## src/rtl/dsp_nco_pkg.sv

```systemverilog
// Shared constants for the NCO phase accumulator: LFSR seed/taps, update modes, FSM states.
// Latency: n/a (package only).
// Backpressure: n/a (package only).
package dsp_nco_pkg;

  // Galois LFSR for x^16+x^14+x^13+x^11+1 in right-shift form: when the
  // bit shifted out is 1, bits 15,13,12,10 are flipped (mask 16'hB400).
  localparam logic [15:0] LFSR_SEED = 16'hACE1;
  localparam logic [15:0] LFSR_TAPS = 16'hB400;

  // Frequency/phase word update policy.
  localparam int UPD_IMMEDIATE = 0;  // new words take effect at the next edge
  localparam int UPD_ON_WRAP   = 1;  // new words held until the next accumulator wrap

  typedef enum logic {
    ST_IDLE = 1'b0,
    ST_PEND = 1'b1
  } upd_state_t;

  function automatic logic [15:0] lfsr_next(input logic [15:0] s);
    lfsr_next = s[0] ? ((s >> 1) ^ LFSR_TAPS) : (s >> 1);
  endfunction

endpackage

```

## src/rtl/dsp_lfsr16.sv

```systemverilog
// 16-bit Galois LFSR used as a dither source below the NCO truncation point.
// Latency: state updates one clock after en; reset loads the seed on the next edge.
// Backpressure: none; en simply freezes the sequence.
//
// Ports:
//   clk   - system clock
//   rst   - synchronous active-high reset, loads LFSR_SEED
//   en    - advance one step this cycle
//   state - current 16-bit LFSR state
module dsp_lfsr16
  import dsp_nco_pkg::*;
(
  input  logic        clk,
  input  logic        rst,
  input  logic        en,
  output logic [15:0] state
);

  always_ff @(posedge clk) begin
    if (rst) begin
      state <= LFSR_SEED;
    end else if (en) begin
      state <= lfsr_next(state);
    end
  end

endmodule

```

## src/rtl/dsp_nco_phase_acc.sv

```systemverilog
// NCO phase accumulator + ROM address generator with optional LFSR dither and deferred FCW/POW hop.
// Latency: en at cycle n -> addr/addr_valid at n+1, rom_valid at n+1+ROM_LATENCY.
// Backpressure: cfg_valid/cfg_ready handshake; cfg_ready low only while a deferred update is pending.
//
// Ports:
//   clk, rst          - clock, synchronous active-high reset
//   en                - advance accumulator and emit one address
//   sync_clr          - clear phase to 0 (wins over en; addr that cycle is taken from phase 0)
//   cfg_valid/ready   - handshake for a new frequency (cfg_fcw) and phase offset (cfg_pow) word
//   addr, addr_valid  - registered ROM address and its strobe
//   rom_valid         - addr_valid delayed by ROM_LATENCY to line up with ROM sin/cos outputs
//   wrap              - one-cycle pulse when the accumulator carries out
module dsp_nco_phase_acc
  import dsp_nco_pkg::*;
#(
  parameter int ACC_WIDTH   = 32,
  parameter int ADDR_WIDTH  = 12,  // must match ROM ADDR_WIDTH, <= ACC_WIDTH
  parameter int DITHER_BITS = 0,   // <= ACC_WIDTH-ADDR_WIDTH and <= 16; 0 disables dither
  parameter int ROM_LATENCY = 1,   // 1 or 2, matching ROM REG_OUT 0/1
  parameter int UPD_MODE    = 0    // UPD_IMMEDIATE or UPD_ON_WRAP
) (
  input  logic                  clk,
  input  logic                  rst,
  input  logic                  en,
  input  logic                  sync_clr,
  input  logic                  cfg_valid,
  output logic                  cfg_ready,
  input  logic [ACC_WIDTH-1:0]  cfg_fcw,
  input  logic [ACC_WIDTH-1:0]  cfg_pow,
  output logic [ADDR_WIDTH-1:0] addr,
  output logic                  addr_valid,
  output logic                  rom_valid,
  output logic                  wrap
);

  localparam int          TRUNC_SHIFT = ACC_WIDTH - ADDR_WIDTH;
  localparam logic [15:0] DITHER_MASK = 16'((32'd1 << DITHER_BITS) - 32'd1);

  // ---------------------------------------------------------------------------
  // State
  // ---------------------------------------------------------------------------
  logic [ACC_WIDTH-1:0] acc;
  logic [ACC_WIDTH-1:0] fcw_act;
  logic [ACC_WIDTH-1:0] pow_act;
  logic [ACC_WIDTH-1:0] fcw_pend;
  logic [ACC_WIDTH-1:0] pow_pend;
  upd_state_t           state_q;
  upd_state_t           state_d;

  // ---------------------------------------------------------------------------
  // Dither source. Advances on every enabled cycle, sync_clr does not touch it.
  // ---------------------------------------------------------------------------
  logic [15:0]          lfsr_state;
  logic [ACC_WIDTH-1:0] dither;

  dsp_lfsr16 u_lfsr (
    .clk   (clk),
    .rst   (rst),
    .en    (en),
    .state (lfsr_state)
  );

  // Masking the whole state (rather than slicing) keeps DITHER_BITS=0 legal
  // and leaves the unused upper LFSR bits harmlessly folded to zero.
  assign dither = ACC_WIDTH'(lfsr_state & DITHER_MASK);

  // ---------------------------------------------------------------------------
  // Phase arithmetic
  // ---------------------------------------------------------------------------
  logic [ACC_WIDTH:0]   acc_sum;    // acc + fcw_act with carry
  logic                 acc_carry;
  logic [ACC_WIDTH-1:0] phase_base;
  logic [ACC_WIDTH-1:0] addr_sum;
  logic                 wrap_evt;

  assign acc_sum   = {1'b0, acc} + {1'b0, fcw_act};
  assign acc_carry = acc_sum[ACC_WIDTH];

  // On a clear cycle the emitted address is taken from phase 0, not from
  // the accumulator value being discarded.
  assign phase_base = sync_clr ? '0 : acc;

  // Dither only perturbs the address lookup; it never enters acc, so the
  // long-term frequency is unaffected.
  assign addr_sum = phase_base + pow_act + dither;

  assign wrap_evt = en & ~sync_clr & acc_carry;

  // ---------------------------------------------------------------------------
  // Configuration update FSM
  // ---------------------------------------------------------------------------
  logic accept;
  logic load_direct;   // immediate mode: cfg words go straight to the active set
  logic load_pend;     // deferred mode: cfg words captured into the pending set
  logic promote;       // deferred mode: pending set becomes active

  assign accept = cfg_valid & cfg_ready;

  always_ff @(posedge clk) begin
    if (rst) begin
      state_q <= ST_IDLE;
    end else begin
      state_q <= state_d;
    end
  end

  always_comb begin
    state_d     = state_q;
    load_direct = 1'b0;
    load_pend   = 1'b0;
    promote     = 1'b0;
    if (UPD_MODE == UPD_IMMEDIATE) begin
      state_d     = ST_IDLE;
      load_direct = accept;
    end else begin
      case (state_q)
        ST_IDLE: begin
          // A wrap in the accept cycle is not used; the hop waits for the
          // next carry, which falls out naturally since we only look for
          // wraps once in PEND.
          if (accept) begin
            load_pend = 1'b1;
            state_d   = ST_PEND;
          end
        end
        ST_PEND: begin
          // sync_clr is also a phase discontinuity, so it is a safe point
          // to hop. With fcw_act == 0 it is the only way out of PEND.
          if (sync_clr || wrap_evt) begin
            promote = 1'b1;
            state_d = ST_IDLE;
          end
        end
        default: state_d = ST_IDLE;
      endcase
    end
  end

  // cfg_ready is a flop mirroring the next state so it stays a registered output.
  always_ff @(posedge clk) begin
    if (rst) begin
      cfg_ready <= 1'b1;
    end else begin
      cfg_ready <= (state_d == ST_IDLE);
    end
  end

  always_ff @(posedge clk) begin
    if (rst) begin
      fcw_act  <= '0;
      pow_act  <= '0;
      fcw_pend <= '0;
      pow_pend <= '0;
    end else begin
      if (load_direct) begin
        fcw_act <= cfg_fcw;
        pow_act <= cfg_pow;
      end
      if (promote) begin
        fcw_act <= fcw_pend;
        pow_act <= pow_pend;
      end
      if (load_pend) begin
        fcw_pend <= cfg_fcw;
        pow_pend <= cfg_pow;
      end
    end
  end

  // ---------------------------------------------------------------------------
  // Accumulator and address register
  // ---------------------------------------------------------------------------
  always_ff @(posedge clk) begin
    if (rst) begin
      acc        <= '0;
      addr       <= '0;
      addr_valid <= 1'b0;
      wrap       <= 1'b0;
    end else begin
      addr_valid <= en;
      wrap       <= wrap_evt;
      if (en) begin
        addr <= ADDR_WIDTH'(addr_sum >> TRUNC_SHIFT);
      end
      if (sync_clr) begin
        acc <= '0;
      end else if (en) begin
        acc <= acc_sum[ACC_WIDTH-1:0];
      end
    end
  end

  // ---------------------------------------------------------------------------
  // rom_valid delay line: addr_valid delayed by the ROM read latency.
  // ---------------------------------------------------------------------------
  logic [ROM_LATENCY-1:0] rv_sr;

  always_ff @(posedge clk) begin
    if (rst) begin
      rv_sr <= '0;
    end else begin
      rv_sr[0] <= addr_valid;
      for (int k = 1; k < ROM_LATENCY; k++) begin
        rv_sr[k] <= rv_sr[k-1];
      end
    end
  end

  assign rom_valid = rv_sr[ROM_LATENCY-1];

endmodule

```

## config.mk

```make
export PLATFORM = sky130hd
export DESIGN_NAME = dsp_nco_phase_acc
export DESIGN_NICKNAME = d
export VERILOG_FILES = /design/src/rtl/dsp_nco_pkg.sv /design/src/rtl/dsp_lfsr16.sv /design/src/rtl/dsp_nco_phase_acc.sv
export SDC_FILE = /design/constraint.sdc
export NUM_CORES = 1
export LEC_CHECK = 0
export BUFFER_PORTS_ARGS = -buffer_cell sky130_fd_sc_hd__buf_2
export CAP_MARGIN = 0
export CELL_PAD_IN_SITES_DETAIL_PLACEMENT = 1
export CELL_PAD_IN_SITES_GLOBAL_PLACEMENT = 1
export CORE_UTILIZATION = 48
export DETAILED_ROUTE_END_ITERATION = 10
export HOLD_SLACK_MARGIN = 0.12
export PLACE_DENSITY_LB_ADDON = 0.1
export SYNTH_ARGS = -nofsm -noshare
export SYNTH_HDL_FRONTEND = slang
export SYNTH_SLANG_ARGS = --single-unit
export TNS_END_PERCENT = 50
```

## constraint.sdc

```tcl
create_clock -name clk -period 5.6 [get_ports clk]
set_input_delay 0.56 -clock clk [delete_from_list [all_inputs] [get_ports clk]]
set_output_delay 0.56 -clock clk [all_outputs]
set_load 0.03 [all_outputs]
```

==> summary.txt <==
CTS
  – # H-tree levels: 3
  – Clock tree from TritonCTS: yes
  – TritonCTS buffer count: 9
  – Number of post-CTS setup repair buffers: 0
  – Clock input transition at the sequential cells of the worst setup and hold paths: roughly 0.08 ns
  – Num Clock Sinks: 111
  – Maximum number of buffers from clock root to sink: 2
  – Number of buffers inserted by hold repair at cts: 0
  – Clock insertion delay at the later pin of the skew report: 0.36 ns
  – Clock root cell: clkbuf_16
  – Cells resized by post-CTS repair: 0

Synth
  – Share of synthesized area occupied by flip-flops and latches: 32.0%
  – Mean instance size in the synthesized netlist: 8.66 um^2
  – Synthesized Nets: 935
  – Top cells by area, synth: dfxtp_1, mux2i_1, ha_1
  – Synthesized instance count: 803
  – Main flop type after synthesis: dfxtp_1
  – Register bit total from synthesis: 111
  – Cell type with the largest total area after synthesis: dfxtp_1
  – Number of synthesis warnings: 0
  – Post-synth EDFFs: 0
  – Number of distinct standard cells referenced by the synthesized netlist: 64
  – Area share of the largest cell type after synthesis: a little under a third
  – Share of synthesized flip-flops with an asynchronous set or reset: 0%
  – Combined area of all synthesized cells: approximately 7000 um^2

Cells and area
  – Leading cell types in the layout, fill and taps excluded: nor2_1, dfxtp_1, mux2i_1
  – Share of final-layout standard cells stronger than drive strength 1: 13.4%
  – Fin area: 7750 um^2
  – Most frequent standard cell in the layout excluding fill and tap cells: nor2_1
  – Ant. Diodes: 0
  – Growth of design area from synthesis to finish: 11.4%
  – Layout Nets: 991
  – Number of inserted filler cells in the final layout: 1687

Worst setup path
  – Critical path type: input pin to flip-flop
  – Data required time of the worst path: roughly 5.9 ns
  – Worst path arrival time: 3.51 ns
  – Ordered cell list for the critical path: buf_2 > nor2b_1 > ha_1 > a21oi_1 > o21ai_0 > a221o_1 > a211oi_4 > o221ai_4 > a31oi_1 > o21ai_0 > a311oi_1
  – Critical Path Most Common Cell: o21ai_0
  – Biggest cell delay along the critical path: 0.53 ns
  – Category of the worst setup path launch point: input pin
  – Buffers and inverters on the worst path: 1
  – Master of the slowest instance on the critical path: buf_2
  – Largest fanout on the critical path: 34
  – Setup crit end kind: flip-flop
  – Delay-heaviest family, CP: compound AO/OA/AOI/OAI gates

Placement
  – Post-detailed-placement half-perimeter wirelength: 14100 um
  – DP Worst Slack: approximately 2 ns
  – PortBufs: between 80 and 90
  – Placement-stage cell area: 7460 um^2
  – Gp weighted congestion: 0.887

Floorplanning
  – Initial core utilization: 49.7%
  – X dimension of the die: 122 um
  – Total I/O pin count: 85
  – Number of placement rows: 43
  – Die Outline Area: about 15000 um^2
  – Area of the core region: ~14000 um^2
  – Vertical die dimension: 122 um

Timing
  – Worst Slack Setup Final: 2.35 ns
  – Peak clock frequency supported by timing: 308 MHz
  – Worst slew slack as a fraction of its limit: 28.1%
  – Clock Skew: 0.0120 ns
  – Worst-Margin Slew: roughly 1.1 ns
  – Final period utilization: 58.0%
  – Pins Over Slew Limit: 0
  – Hold Fails Final Rpt: 0
  – Fin crit period: 3.25 ns
  – Final total negative setup slack: 0 ns
  – Final setup viols: 0
  – Unrepaired setup endpoints after global routing: no

Global route
  – Met2 track utilization from global routing: a little under half
  – Vias in the first global route: roughly 6400
  – Largest net degree at the start of global routing: 68
  – Global Route met1 Usage: a little under a third
  – Met3 capacity usage during global routing: 3.76%
  – Antenna violations before repair: 0
  – Global router's overall resource usage: 26.6%
  – Total global routing overflow: 0
  – First-pass GRT wire length: around 31000 um
  – Most used routing layer: met2

Detailed routing
  – Detail-routed net length per standard cell: 18.2 um
  – Detailed Routing Iterations Pass 1: 4
  – Overall routed net length: 19000 um
  – DR iter-0 viols: 383
  – Number of vias per cell: slightly below 6
  – Via total after detailed routing: 6030
  – DRC viols: 0
  – Number of antenna-violating nets in the routed design: 0

Power and ir drop
  – Maximum resistive drop on vdd: 148 uV
  – Post-layout total power: roughly 1.7 mW
  – Pwr Density: about 230 nW/um^2
  – Static leakage: approximately 3.7 nW

Worst hold path
  – Class of the most critical hold timing path: input pin to flip-flop

Status
  – Outcome: finished, final reports clean

Run
  – Max-cap violation count: 0
==> through the flow <==
stage	instances	utilization (%)	hold slack (ns)
floorplan	803	-	0.459
global placement	1028	53.3	0.459
detailed placement	1028	53.3	0.471
CTS	1044	55.4	0.425
global route	1044	55.4	0.431
finish	1044	55.4	0.430
==> cells by family (layout without fill, tap and decap cells) <==
group	count (synthesis)	count (layout)	synth area share (%)
AO/OA/AOI/OAI	190	190	18.7
XOR/XNOR	24	24	3.02
adder cells (fa/ha/maj)	63	63	11.4
buffers and inverters	59	120	3.24
flip-flops	111	111	32.0
multiplexers	88	88	12.7
other	1	1	0.0539
AND/OR/NAND/NOR	267	267	18.9
==> state kept, by name (all words and copies together), names as in the netlist <==
signal,flops
fcw_act,32
wrap,1
acc,32
rom_valid,1
addr,12
pow_act,32
addr_valid,1
==> layout make-up <==
cell class	instances	area, um^2	area share (%)
inverters	19	71.3	0.921
clock inverters	7	63.8	0.824
well taps	180	225	2.91
repair buffers	85	433	5.59
clock buffers	9	225	2.91
multi-input cells	633	4510	58.2
flip-flops and latches	111	2220	28.7
==> Yosys cell counts (all sizes together) (2+ instances only) <==
| master | n |
|---|---|
| dfxtp | 111 |
| a211oi | 8 |
| a221oi | 2 |
| ha | 62 |
| nand3b | 8 |
| a22oi | 3 |
| a21o | 28 |
| o2111ai | 2 |
| mux2i | 88 |
| nand2b | 9 |
| inv | 19 |
| or2 | 2 |
| o221ai | 3 |
| clkbuf | 27 |
| o2111a | 2 |
| nor3b | 4 |
| nand3 | 22 |
| nand4b | 2 |
| o21bai | 13 |
| a21oi | 56 |
| xnor2 | 15 |
| a32o | 2 |
| nor3 | 12 |
| nand4 | 9 |
| and2 | 2 |
| o22ai | 5 |
| buf | 13 |
| nor2 | 115 |
| xor2 | 9 |
| a31oi | 6 |
| o21ai | 28 |
| nand2 | 27 |
| o211ai | 10 |
| o21a | 10 |
| or3 | 7 |
| and3 | 8 |
| nor4 | 2 |
| nor2b | 34 |
| a211o | 4 |
==> metal layers <==
layer  vias up  share of wire [%]
met5         -                  0
met4         0                2.5
met3        32                3.0
met2       111                 51
met1      2888                 44
li1       2999                  -
==> where the power goes <==
part,leakage [nW],internal [mW],switching (mW)
Clock,0.136,0.313,0.330
Combinational,2.66,0.105,0.147
Sequential,0.910,0.826,0.0281
==> path summary, 6_finish.rpt <==
kind                                      startpoint                       end  slack [ns]  cells past startpoint
worst max-delay path                        sync_clr     addr[10]$_SDFFE_PP0P_        2.35                     11
worst max register to register   acc[0]$_SDFFE_PP0P_      acc[18]$_SDFFE_PP0P_        2.64                     10
worst min-delay path                     cfg_pow[25]  pow_act[25]$_SDFFE_PP0P_        0.43                      3
worst min register to register  addr[1]$_SDFFE_PP0P_      addr[1]$_SDFFE_PP0P_        0.48                      2
==> worst min-delay path: stages <==
cell and delay [ns]:
buf_2 0.08, mux2i_1 0.05, nor2_1 0.07
(Power assumes the default switching activity.)
